## config.mk

```make
export PLATFORM = sky130hd
export DESIGN_NAME = serial_addsub_ctrl
export DESIGN_NICKNAME = d
export VERILOG_FILES = /design/src/rtl/serial_addsub_ctrl.sv
export SDC_FILE = /design/constraint.sdc
export NUM_CORES = 1
export LEC_CHECK = 0
export ABC_AREA = 1
export CAP_MARGIN = 5
export CORE_AREA = 2 2 53 75
export DETAILED_ROUTE_END_ITERATION = 8
export DIE_AREA = 0 0 55 77
export PLACE_DENSITY_LB_ADDON = 0.1
export SETUP_SLACK_MARGIN = 0.2
export SLEW_MARGIN = 20
export SYNTH_ARGS = -nofsm -noshare
export SYNTH_HDL_FRONTEND = slang
export SYNTH_SLANG_ARGS = --single-unit
```

## constraint.sdc

```tcl
create_clock -name clk -period 3.3 [get_ports clk]
set_input_delay 0.495 -clock clk [delete_from_list [all_inputs] [get_ports clk]]
set_output_delay 0.495 -clock clk [all_outputs]
set_load 0.02 [all_outputs]
```

## src/rtl/serial_addsub_ctrl.sv

```systemverilog
// serial_addsub_ctrl
// Bit-serial add/subtract sequencer. Operands are latched on start and fed
// LSB-first through one full adder/subtractor cell, one bit per clock. The
// carry/borrow is kept in a register between bits. The result, carry/borrow-out
// and signed overflow are published once, on the edge that finishes the last bit.
module serial_addsub_ctrl #(
  parameter int WIDTH = 8
) (
  input  logic             clk,
  input  logic             rst_n,
  input  logic             start,
  input  logic             sub,
  input  logic [WIDTH-1:0] a,
  input  logic [WIDTH-1:0] b,
  output logic             busy,
  output logic             done,
  output logic [WIDTH-1:0] result,
  output logic             cout,
  output logic             ovf
);

  // Counter only has to reach WIDTH-1; WIDTH >= 2 keeps this at least 1 bit.
  localparam int CW = $clog2(WIDTH);

  typedef enum logic [1:0] {
    ST_IDLE  = 2'd0,
    ST_SHIFT = 2'd1,
    ST_DONE  = 2'd2
  } state_t;

  state_t state, state_nxt;

  // Working registers. The operand registers shift right, so the bit under
  // work is always at position 0. The accumulator fills from the MSB end, so
  // after WIDTH shifts bit 0 of the result has reached position 0.
  logic [WIDTH-1:0] opa_q;
  logic [WIDTH-1:0] opb_q;
  logic [WIDTH-1:0] acc_q;
  logic             sub_q;
  logic             c_q;
  logic [CW-1:0]    cnt_q;

  // One-bit arithmetic cell and completion terms.
  logic             a_bit;
  logic             b_bit;
  logic             s_bit;
  logic             c_nxt;
  logic             last_bit;
  logic             ovf_nxt;
  logic [WIDTH-1:0] acc_nxt;

  // One-bit full adder/subtractor over the current operand bits and the stored carry/borrow.
  always_comb begin
    a_bit = opa_q[0];
    b_bit = opb_q[0];
    // The sum bit and the difference bit use the same equation.
    s_bit = a_bit ^ b_bit ^ c_q;
    if (sub_q) begin
      c_nxt = (~a_bit & b_bit) | (c_q & ~(a_bit ^ b_bit));
    end else begin
      c_nxt = (a_bit & b_bit) | (c_q & (a_bit ^ b_bit));
    end
    acc_nxt  = {s_bit, acc_q[WIDTH-1:1]};
    last_bit = (cnt_q == CW'(WIDTH - 1));
    // On the last bit, a_bit and b_bit are the operand MSBs and s_bit is the result MSB.
    if (sub_q) begin
      ovf_nxt = (a_bit != b_bit) && (s_bit != a_bit);
    end else begin
      ovf_nxt = (a_bit == b_bit) && (s_bit != a_bit);
    end
  end

  // State register.
  always_ff @(posedge clk or negedge rst_n) begin
    // NOTE: sequential state uses non-blocking assignments only. All flops
    // sample their inputs from before the edge, so the order of statements
    // within and across always_ff blocks does not matter.
    if (!rst_n) begin
      state <= ST_IDLE;
    end else begin
      state <= state_nxt;
    end
  end

  // Next-state logic and the status outputs decoded from the state.
  always_comb begin
    // NOTE: every signal gets a default before the case. A path that leaves
    // a combinational output unassigned would infer a latch.
    state_nxt = state;
    busy      = 1'b0;
    done      = 1'b0;
    case (state)
      ST_IDLE: begin
        if (start) begin
          state_nxt = ST_SHIFT;
        end
      end
      ST_SHIFT: begin
        busy = 1'b1;
        if (last_bit) begin
          state_nxt = ST_DONE;
        end
      end
      ST_DONE: begin
        busy      = 1'b1;
        done      = 1'b1;
        state_nxt = ST_IDLE;
      end
      default: begin
        state_nxt = ST_IDLE;
      end
    endcase
  end

  // Datapath: latch operands on acceptance, run one bit per SHIFT cycle, and publish results on the final bit.
  always_ff @(posedge clk or negedge rst_n) begin
    // NOTE: every datapath register is a plain flop and is cleared here.
    // An aborted operation must leave no trace in the outputs or the working
    // state. This is not a memory array, so resetting it costs nothing unusual.
    if (!rst_n) begin
      opa_q  <= '0;
      opb_q  <= '0;
      acc_q  <= '0;
      sub_q  <= 1'b0;
      c_q    <= 1'b0;
      cnt_q  <= '0;
      result <= '0;
      cout   <= 1'b0;
      ovf    <= 1'b0;
    end else begin
      case (state)
        ST_IDLE: begin
          if (start) begin
            opa_q <= a;
            opb_q <= b;
            sub_q <= sub;
            c_q   <= 1'b0;
            cnt_q <= '0;
            acc_q <= '0;
          end
        end
        ST_SHIFT: begin
          opa_q <= opa_q >> 1;
          opb_q <= opb_q >> 1;
          c_q   <= c_nxt;
          acc_q <= acc_nxt;
          cnt_q <= cnt_q + CW'(1);
          if (last_bit) begin
            result <= acc_nxt;
            cout   <= c_nxt;
            ovf    <= ovf_nxt;
          end
        end
        default: begin
          // DONE: outputs and working registers hold their values.
        end
      endcase
    end
  end

endmodule

```

Word level (Yosys, flattened, before mapping)
Cells that the tools add are included.

Bits of input ports: 20. Logic and storage cells: 55. Output and inout bits: 12. Bits in latches: 0. Memories kept: 0. Flip-flop bits (word level): 41. RAM bits: 0. Memory bits (read-only): 0.

Reduce and logical (&&, ||, !) cells: 9. $mul: 0. Div/mod/pow operators: 0. Bitwise gates (word level): 10. Equality and inequality tests: 8. Shift operators: 0. Mux-type cells: 17. Add/subtract/negate cells: 1. Order comparisons: 0.

Operators with widths (count): case mux 8 bit (2 select lines) (3); 2-to-1 mux 8 bit (3); AND reduction 2 bit (4); case mux 3 bit (2 select lines) (1); 2-to-1 mux 1 bit (5); bitwise AND 1 bit (4); 2-to-1 mux 2 bit (2); != test 2 bit (second input constant) (2); case mux 2 bit (2 select lines) (1); adder 3 x 1 -> 3 bit (second input constant) (1); equality test 3 bit (second input constant) (1); 2-to-1 mux 3 bit (1); equality test 2 x 1 -> 1 bit (second input constant) (1); equality test 2 bit (second input constant) (1); logical AND 1 bit (2); logical NOT 2 bit (1); != test 1 bit (2); NOT 1 bit (2); bitwise OR 1 bit (2); case mux 1 bit (2 select lines) (1); nonzero test 2 bit (1); OR reduction 2 bit (1); bitwise XOR 1 bit (2); equality test 1 bit (1).

Depth between registers and ports, before layout
Gate-level depths: netlist of run 1.

Depth in word-level cells: 6. Depth in mapped cells: 8.

Least setup slack after synthesis of run 1
No wires, ideal clock.

Path kind: register to register. Start: reg opa_q[0]. End: reg ovf. Data required time: 3184 ps. Setup time: 116 ps. Arrival: 1179 ps. Cell stages (with the launch flop): 7. Path slack: 2005 ps. Path through: dfrtp_1 fa_1 nand2_1 nand2_1 nor2_1 nand2_1 nand2_1.

Longest elaborated chain between the ends: 5. Elaborated cells between the ends (all ways): 8.

RTL lines: start, declared (line 36) `logic [WIDTH-1:0] opa_q;`; start signal, assigned (line 143) `opa_q <= opa_q >> 1;`; bitwise XOR 1 bit * (2 in a row) (line 57) `s_bit = a_bit ^ b_bit ^ c_q;`; via s_bit (line 46) `logic s_bit;`; != test 1 bit * (line 67, 69); logical AND 1 bit (on tied branches) (line 69, 67); 2-to-1 mux 1 bit * (line 66) `if (sub_q) begin`; end signal, assigned (line 151) `ovf <= ovf_nxt;`; end, declared (line 19) `output logic ovf`.

Mark *: on every way through the listed nets, which the timed path passes. The rest lies on a longest branch. A chain may end at the register's enable or synchronous reset.

Worst setup path in the final report of run 1
Start: reg state[0]. End: out busy.

Longest elaborated chain between the ends: 3. Elaborated cells between the ends (all ways): 4.

RTL lines: start, declared (line 31) `state_t state, state_nxt;`; start signal, assigned (line 81) `state <= state_nxt;`; equality test 2 x 1 -> 1 bit or equality test 2 bit (tied branches) (line 92) `case (state)`; OR reduction 2 bit (no source line) *; 2-to-1 mux 1 bit * (line 92); end, declared (line 15) `output logic busy,`.

Every way passes the cells marked *; elsewhere a longest branch is shown, timed or not.

==> results of run 1 <==
## cells in the final DEF (no fill, tap or decap), drive strengths merged
master and instances:
nand2 102, dfrtp 40, nand3 31, clkdlybuf4s50 30, o21ai 22, inv 17
clkbuf 8, ha 6, nor2 4, fa 2, buf 2
## worst max-delay path: cells and delay by family, from the launching register on
family / cells / cell delay [ns]
fa+ha+maj: 1 / 0.27
buf+inv: 2 / 0.66
flops: 1 / 0.37
## kinds of logic after synthesis
logic type               count (synthesis)
AO/OA/AOI/OAI                           22
adder cells (fa/ha/maj)                  8
buffers and inverters                   26
flip-flops                              40
AND/OR/NAND/NOR                        137
## registers in the layout, summed over array words and instances (netlist names)
name / flops
opa_q: 8
opb_q: 8
result: 8
acc_q: 7
cnt_q: 3
state: 2
c_q: 1
cout: 1
ovf: 1
sub_q: 1
## stage by stage
stage | hold WS, ns | instance area, sq um | utilization
finish | 0.323 | 2310 | 0.647
floorplan | 0.199 | 1940 | -
detailed placement | 0.465 | 2220 | 0.621
global placement | 0.455 | 2220 | 0.621
CTS | 0.354 | 2310 | 0.647
global route | 0.400 | 2310 | 0.647
## final timing paths
path,startpoint,to,depth (start not counted)
worst max-delay path,state[0]$_DFFE_PN0P_,busy,3
worst min-delay path,rst_n,acc_q[1]$_DFFE_PN0P_,1
worst max register to register,state[1]$_DFFE_PN0P_,opb_q[0]$_DFFE_PN0P_,7
worst min register to register,ovf$_DFFE_PN0P_,ovf$_DFFE_PN0P_,2
max in group asynchronous,rst_n,opa_q[2]$_DFFE_PN0P_,1
min in group clk,ovf$_DFFE_PN0P_,ovf$_DFFE_PN0P_,2
## power groups by stage
| stage | Sequential (mW) | Combinational [mW] | Clock [mW] |
|---|---|---|---|
| 3_3_place_gp | 0.766 | 0.744 | 0 |
| 4_1_cts | 0.764 | 0.766 | 0.336 |
| 3_5_place_dp | 0.769 | 0.764 | 0 |
| 6_report | 0.764 | 0.748 | 0.325 |
| 2_1_floorplan | 0.774 | 0.591 | 0 |
| 5_1_grt | 0.786 | 0.883 | 0.354 |
## routing by layer
metal  vias to the layer above  track usage  routed length [um]
met3                         5       0.0467                 114
met2                        29        0.340                1890
met5                         -            0                   0
met4                         0       0.0585                  36
li1                        792            -                   -
met1                       754        0.238                1500
## cell type report
cell class,count,area (sq um)
Clock buffer,8,90.1
Fill cell,326,1260
Inverter,17,63.8
Multi-Input combinational cell,167,793
Sequential cell,40,1000
Tap cell,42,52.6
Timing Repair Buffer,32,313
==> flow_metrics.tcl, run 1 <==
set metrics [dict create \
    muxShareOfSynthArea 0 \
    rsz0062_at_grt "false" \
    slack_of_the_worst_reg_to_reg_path_ns 1.54 \
    site_rows 26 \
    initial_antenna_violation_count 0 \
    synth_cell_types 15 \
    worst_ep_arrival_time_ns 1.59 \
    drt-initial-drc-count 42 \
    cts_root_buf "sky130_fd_sc_hd__clkbuf_8" \
    post-place-ws_ns 1.40 \
    critical_path.max_fanout 3 \
    postCtsResizedCells 0 \
    status "complete, no violations" \
    htreeDepth 2 \
    core-area_sq_um 3580 \
    timing.final.setup_violations 0 \
    power_switching_mw 0.729 \
    synthCells 233 \
    timing_max_transition_violations_final 0 \
    fin_worst_skew_ns 0.00340 \
    ys_ff_latch 40 \
    final_critical_path_setup_slack_ns 1.22 \
    sequentialPowerShare 0.416 \
    routabilityCongestion 0.798 \
    grt_start_max_net_pins 41 \
    grt_first_pass_wirelength_mm 6.33 \
    mappedNetlistNets 261 \
    synthAdderAreaFrac 0.0594 \
    criticalPathCategory "reg2out" \
    intPower_mw 1.11 \
    dpl.cell_count 298 \
    grt_pass1_vias 1516 \
    ys_warn_count 0 \
    clock_path_buffers 2 \
    total_track_usage 0.199 \
    combinational_family_with_the_most_area_after_synthesis "simple AND/OR/NAND/NOR gates" \
    total_leakage_power_nw 1.18 \
    postRouteWirelength_mm 3.55 \
    report.power.total_mw 1.84 \
    netSwitchingFraction 0.396 \
    post-cts-setup-buffers 0 \
    max_cap_violations 0 \
    synth_largest_area_cell "sky130_fd_sc_hd__dfrtp_1" \
    synth_compound_area_frac 0.0568 \
    critPathMaxStageDelay_ns 0.59 \
    synth.top_cells.by_area "sky130_fd_sc_hd__dfrtp_1 52%, sky130_fd_sc_hd__nand2_1 19%, sky130_fd_sc_hd__nand3_1 8.0%, sky130_fd_sc_hd__o21ai_0 5.4%, sky130_fd_sc_hd__ha_1 3.9%" \
    postCtsHoldBufs 0 \
    hold_violations 0 \
    crit_path_start_kind "flip-flop" \
    wl_per_cell_um 11.6 \
    finalNonFillerCells 306 \
    post_synth_instance_area_sq_um 1940 \
    chipWidth_um 55 \
    synth.avg_cell_area_sq_um 8.32 \
    numPortBuffers 31 \
    cts_inserted_buffers 5 \
    synth-simple-area-share 0.293 \
    clk_pin_slew_worst_paths_ns 0.07 \
    crit_slowest_cell "sky130_fd_sc_hd__clkdlybuf4s50_1" \
    timing.critical_path.to_type "output pin" \
    worst_ep_required_time_ns 2.80 \
    timing.max_slew.rel_slack 0.420 \
    synth-edff-count 0 \
    ys.flop_type "sky130_fd_sc_hd__dfrtp_1" \
    die_area_sq_um 4240 \
    power_per_unit_of_standard_cell_area_nw_per_um2 794 \
    period_share 0.631 \
    hpwlAfterDp_mm 2.42 \
    clock_sinks 40 \
    remaining_drc_errors 0 \
    global_route.overflow_total 0 \
    postRouteAntennaNets 0 \
    maximum_vdd_drop_v 0.000596 \
    initial_core_util 0.542 \
    floorplan.io_pins 32 \
    worst_slew_pin_slew_ns 0.869 \
    worst_skew_pair.late_latency_ns 0.28 \
    die_h_um 77 \
    drive_above_1_share 0.0492 \
    firstDrtPassIters 4 \
    synth_top_area_share 0.516 \
    min_period_ns 2.08 \
    fin_setup_tns_ns 0 \
    synthTopCellsByCount "98 x sky130_fd_sc_hd__nand2_1, 40 x sky130_fd_sc_hd__dfrtp_1, 31 x sky130_fd_sc_hd__nand3_1, 21 x sky130_fd_sc_hd__o21ai_0, 16 x sky130_fd_sc_hd__inv_1" \
    nNetsFinal 291 \
    num_vias 1580 \
    count_of_antenna_diodes_in_the_layout 0 \
    synthMostInstantiatedCell "sky130_fd_sc_hd__nand2_1" \
    ys_async_sr_fraction 1.00 \
    proportion_of_synthesized_chip_area_in_sequential_cells 0.516 \
    xor_xnor_share_of_the_synthesized_area 0 \
    cp_cell_sequence "inv_1, ha_1, clkdlybuf4s50_1" \
    p_clk_frac 0.177 \
    syn_to_final_growth_pct 19.3 \
    via_per_inst 5.16 \
    comb_power_share 0.407 \
    hold_crit_path_type "in2async" \
    fmaxAchievable_mhz 480 \
    tritoncts_clock_tree "yes" \
]
(Power assumes the default switching activity.)
==> run 2, diff against run 1 <==
- CORE_AREA: 2 2 53 75 -> 2 2 58 82
- DIE_AREA: 0 0 55 77 -> 0 0 60 84
- clock period: 3.3 -> 1.71 ns (I/O delays scaled with it)
==> flow_metrics.tcl, run 2 (synthesis gave the netlist of run 1 again) <==
set metrics [dict create \
    placed_cell_area_sq_um 2310 \
    p_clk_frac 0.217 \
    via_per_inst 4.70 \
    chipWidth_um 60 \
    timing.final.setup_violations 0 \
    timing.reg2reg.worst_path_depth 6 \
    period_share 0.833 \
    maximum_vdd_drop_v 0.000732 \
    critical_path.max_fanout 3 \
    mostFrequentLayoutCells "97 x sky130_fd_sc_hd__nand2_1, 40 x sky130_fd_sc_hd__dfrtp_1, 31 x sky130_fd_sc_hd__nand3_1, 19 x sky130_fd_sc_hd__o21ai_0, 18 x sky130_fd_sc_hd__clkdlybuf4s50_1" \
    met1_use_gr 0.207 \
    count_of_antenna_diodes_in_the_layout 0 \
    cts_root_buf "sky130_fd_sc_hd__clkbuf_8" \
    timing.critical_path.to_type "output pin" \
    crit_slowest_cell "sky130_fd_sc_hd__dfrtp_1" \
    clock_path_buffers 2 \
    postRouteWirelength_mm 3.80 \
    timing.max_slew.rel_slack 0.674 \
    sequential_cell_area_sq_um 1000 \
    met2_usage 0.295 \
    fmaxAchievable_mhz 702 \
    htreeDepth 2 \
    initial_core_util 0.442 \
    top_usage_layer "met2" \
    postRouteAntennaNets 0 \
    clock_sinks 40 \
    grt_pass1_vias 1527 \
    power_switching_mw 1.46 \
    critPathMaxStageDelay_ns 0.38 \
    timing_max_transition_violations_final 0 \
    intPower_mw 2.39 \
    max_cap_violations 0 \
    worst_skew_pair.late_latency_ns 0.29 \
    clk_pin_slew_worst_paths_ns 0.08 \
    cts_inserted_buffers 5 \
    wl_per_cell_um 11.3 \
    layout.cells.most_common "sky130_fd_sc_hd__nand2_1" \
    worst_ep_required_time_ns 1.45 \
    grt_first_pass_wirelength_mm 6.67 \
    total_track_usage 0.171 \
    die_area_sq_um 5040 \
    drive_above_1_share 0.0989 \
    status "complete, no violations" \
    fin_setup_tns_ns 0 \
    total_leakage_power_nw 1.42 \
    design_area_sq_um 2470 \
    min_period_ns 1.42 \
    power_per_unit_of_standard_cell_area_nw_per_um2 1560 \
    tritoncts_clock_tree "yes" \
    global_route.overflow_total 0 \
    slack_of_the_worst_reg_to_reg_path_ns 0.35 \
    cp_cell_sequence "inv_1, ha_1, clkbuf_2" \
    remaining_drc_errors 0 \
    netSwitchingFraction 0.380 \
    crit_path_start_kind "flip-flop" \
    sequentialPowerShare 0.379 \
    cp_top_family "flip-flops" \
    site_rows 29 \
    path_buf_inv 2 \
    fin_worst_skew_ns 0.00408 \
    nNetsFinal 300 \
    initial_antenna_violation_count 0 \
    rsz0062_at_grt "false" \
    drt-initial-drc-count 45 \
    comb_power_share 0.404 \
    syn_to_final_growth_pct 27.2 \
    criticalPathCategory "reg2out" \
    worst_ep_arrival_time_ns 1.17 \
    hpwlAfterDp_mm 2.75 \
    hold_violations 0 \
    firstDrtPassIters 4 \
    crit-reg2reg-capture "ovf$_DFFE_PN0P_" \
    grt.met3_usage 0.0279 \
    hold_crit_path_type "in2async" \
    worst_r2r_startpoint "opb_q[0]$_DFFE_PN0P_" \
    multi_input_logic_area_sq_um 808 \
    die_h_um 84 \
    fillCellCount 419 \
    final_critical_path_setup_slack_ns 0.285 \
    core-area_sq_um 4390 \
    num_vias 1573 \
    numPortBuffers 31 \
    grt_start_max_net_pins 23 \
    post-place-ws_ns 0.170 \
    worst_slew_pin_slew_ns 0.490 \
    routabilityCongestion 0.730 \
    largest_registers "opa_q: 8 flops, opb_q: 8 flops, result: 8 flops" \
    floorplan.io_pins 32 \
]
[run 2: cell count changes in the layout (fill, tap and decap cells not counted), moves of 2 or more]
cell	before	now
sky130_fd_sc_hd__o21ai_1	1	3
sky130_fd_sc_hd__dlymetal6s2s_1	0	8
sky130_fd_sc_hd__clkdlybuf4s50_1	30	18
sky130_fd_sc_hd__clkbuf_1	2	0
sky130_fd_sc_hd__buf_4	1	9
sky130_fd_sc_hd__nand2_4	1	3
sky130_fd_sc_hd__o21ai_0	21	19
sky130_fd_sc_hd__clkbuf_2	0	2
sky130_fd_sc_hd__dlygate4sd2_1	0	2
[run 2: repair_timing]
item / in CTS / in global routing
buffers inserted: 0 / 0
endpoints found under the hold margin: 20 / 0
setup endpoints to repair: 6 / 44
hold buffers: 1 / 0
gates resized for setup: 5 / 17
[run 2: metrics by stage]
| step | utilization | instances | power (mW) | hold WS [ns] |
|---|---|---|---|---|
| after floorplan | - | 233 | 2.63 | -0.0391 |
| after global placement | 0.526 | 326 | 3.03 | 0.257 |
| after detailed placement | 0.526 | 326 | 3.06 | 0.251 |
| after CTS | 0.556 | 335 | 3.89 | 0.478 |
| after global routing | 0.562 | 335 | 4.22 | 0.501 |
| final | 0.562 | 335 | 3.85 | 0.459 |
[run 2: how the worst max path moves through the flow]
stage | startpoint | end | cells after the start
4_1_cts | state[0]$_DFFE_PN0P_ | busy | 3
3_5_place_dp | state[0]$_DFFE_PN0P_ | busy | 3
3_3_place_gp | state[0]$_DFFE_PN0P_ | busy | 3
6_report | state[0]$_DFFE_PN0P_ | busy | 3
2_1_floorplan | opa_q[0]$_DFFE_PN0P_ | ovf$_DFFE_PN0P_ | 6
5_1_grt | state[1]$_DFFE_PN0P_ | acc_q[4]$_DFFE_PN0P_ | 5
[run 2: per-layer routing]
metal  share of wire  vias up
met1            0.44      737
met2            0.52       23
met4           0.012        0
li1                -      809
met5               0        -
met3           0.025        4
[run 2: cell type report]
| cell class | count | share of cell area |
|---|---|---|
| inverters | 17 | 0.0259 |
| clock buffers | 7 | 0.0390 |
| clock inverters | 1 | 0.0122 |
| repair buffers | 41 | 0.158 |
| multi-input cells | 167 | 0.328 |
| flip-flops and latches | 40 | 0.406 |
| well taps | 62 | 0.0314 |
[run 2: power groups by stage]
| stage | combinational (mW) | sequential, mW | clock, mW |
|---|---|---|---|
| 2_1_floorplan | 1.14 | 1.49 | 0 |
| 3_3_place_gp | 1.56 | 1.47 | 0 |
| 3_5_place_dp | 1.57 | 1.48 | 0 |
| 4_1_cts | 1.57 | 1.46 | 0.854 |
| 5_1_grt | 1.82 | 1.51 | 0.890 |
| 6_report | 1.55 | 1.46 | 0.837 |
==> run 3, diff against run 2 <==
- clock period: 1.71 -> 1.2 ns (I/O delays scaled with it)
==> flow_metrics.tcl, run 3 (synthesis gave the netlist of run 1 again) <==
set metrics [dict create \
    status "complete, but fails checks" \
    violations "setup timing" \
    chipWidth_um 60 \
    worst_setup_path_startpoint "state[1]$_DFFE_PN0P_" \
    floorplan.io_pins 32 \
    count_of_antenna_diodes_in_the_layout 0 \
    via_per_inst 4.61 \
    worst_skew_pair.late_latency_ns 0.29 \
    grt_start_max_net_pins 27 \
    grt_pass1_vias 1637 \
    nNetsFinal 331 \
    crit_slowest_cell "sky130_fd_sc_hd__dfrtp_1" \
    timing_max_transition_violations_final 0 \
    global_route.overflow_total 0 \
    placed_cell_area_sq_um 2590 \
    drt-initial-drc-count 37 \
    initial_core_util 0.442 \
    worst_ep_arrival_time_ns 1.22 \
    mostFrequentLayoutCells "84 x sky130_fd_sc_hd__nand2_1, 40 x sky130_fd_sc_hd__dfrtp_1, 26 x sky130_fd_sc_hd__buf_4, 18 x sky130_fd_sc_hd__o21ai_1, 18 x sky130_fd_sc_hd__clkdlybuf4s50_1" \
    crit-reg2reg-capture "acc_q[7]$_DFFE_PN0P_" \
    fmaxAchievable_mhz 714 \
    timing.reg2reg.worst_path_depth 8 \
    die_h_um 84 \
    critPathMaxStageDelay_ns 0.38 \
    layout.cells.most_common "sky130_fd_sc_hd__nand2_1" \
    slack_of_the_worst_reg_to_reg_path_ns -0.17 \
    whs_ns 0.344 \
    clock_path_buffers 2 \
    hpwlAfterDp_mm 2.84 \
    numPortBuffers 31 \
    critical_path.max_fanout 2 \
    tritoncts_clock_tree "yes" \
    routabilityCongestion 0.756 \
    criticalPathCategory "reg2out" \
    design_area_sq_um 3110 \
    largest_registers "opa_q: 8 flops, opb_q: 8 flops, result: 8 flops" \
    drive_above_1_share 0.365 \
    cts_root_buf "sky130_fd_sc_hd__clkbuf_8" \
    initial_antenna_violation_count 0 \
    total_track_usage 0.189 \
    dpl.cell_count 338 \
    timing.max_slew.rel_slack 0.732 \
    worst_slew_pin_slew_ns 0.403 \
    clock_sinks 40 \
    maximum_vdd_drop_v 0.00127 \
    grt_first_pass_wirelength_mm 7.27 \
    final_critical_path_setup_slack_ns -0.201 \
    finalNonFillerCells 366 \
    wl_per_cell_um 12.4 \
    cts_inserted_buffers 5 \
    die_area_sq_um 5040 \
    fin_worst_skew_ns 0.00636 \
    hold_violations 0 \
    htreeDepth 2 \
    power_per_unit_of_standard_cell_area_nw_per_um2 2230 \
    hold_crit_path_type "in2async" \
    remaining_drc_errors 0 \
    rsz0062_at_grt "true" \
    max_cap_violations 0 \
    cp_cell_sequence "inv_2, buf_12, ha_4, buf_6" \
    period_share 1.17 \
    timing.final.setup_violations 41 \
    timing.critical_path.to_type "output pin" \
    core-area_sq_um 4390 \
    clk_pin_slew_worst_paths_ns 0.08 \
    postRouteWirelength_mm 4.53 \
    syn_to_final_growth_pct 60.3 \
    crit_path_start_kind "flip-flop" \
    total_leakage_power_nw 1.54 \
    fillCellCount 359 \
    num_vias 1686 \
    postRouteAntennaNets 0 \
    fin_util 0.708 \
    firstDrtPassIters 4 \
    min_period_ns 1.40 \
    worst_ep_required_time_ns 1.02 \
    worst_r2r_startpoint "state[1]$_DFFE_PN0P_" \
    site_rows 29 \
]
[run 3: critical path, delay by kind of cell (launching register included)]
kind,cells,cell delay [ns]
DFF,1,0.38
buffers and inverters,3,0.29
adders and majority gates,1,0.25
[run 3: per-stage QoR]
step           setup slack (ns)  TNS, ns  power (mW)
2_1_floorplan           -0.0720   -0.246        4.14
3_3_place_gp             -0.205    -3.30        5.00
3_5_place_dp             -0.216    -3.59        5.07
4_1_cts                  -0.145    -4.02        6.47
5_1_grt                  -0.240    -8.10        7.43
6_report                 -0.201    -5.47        6.92
[run 3: repair_timing]
action	CTS	global route
buffers inserted	9	7
pin swaps	2	14
cloned	1	2
hold endpoints to repair	14	0
resized for setup	89	23
hold buffers	1	0
endpoints found under the setup margin	52	52
[run 3: worst max-delay path by stage]
stage	depth (start not counted)	endpoint	slack (ns)
final	4	busy	-0.20
after global routing	4	busy	-0.24
after CTS	7	ovf$_DFFE_PN0P_	-0.15
after detailed placement	3	busy	-0.22
after global placement	3	busy	-0.20
after floorplan	7	ovf$_DFFE_PN0P_	-0.07
[run 3: routing by layer]
layer,vias to the layer above,GRT usage,part of all wire
met4,0,0.0667,0.015
met5,-,0,0
met2,29,0.320,0.54
met3,5,0.0372,0.026
met1,772,0.231,0.42
li1,880,-,-
[run 3: layout make-up]
type                    count  area [sq um]  share of cell area
clock buffers               6          82.6              0.0266
clock inverters             2          10.0             0.00322
inverters                  17          78.8              0.0254
multi-input cells         167          1060               0.340
flip-flops and latches     40          1000               0.322
well taps                  62          77.6              0.0250
repair buffers             72           801               0.258
[run 3: report_power, final]
part           switching (mW)  internal [mW]
Sequential              0.350           1.83
Clock                   0.481          0.459
Combinational            1.94           1.86
Total                    2.77           4.15
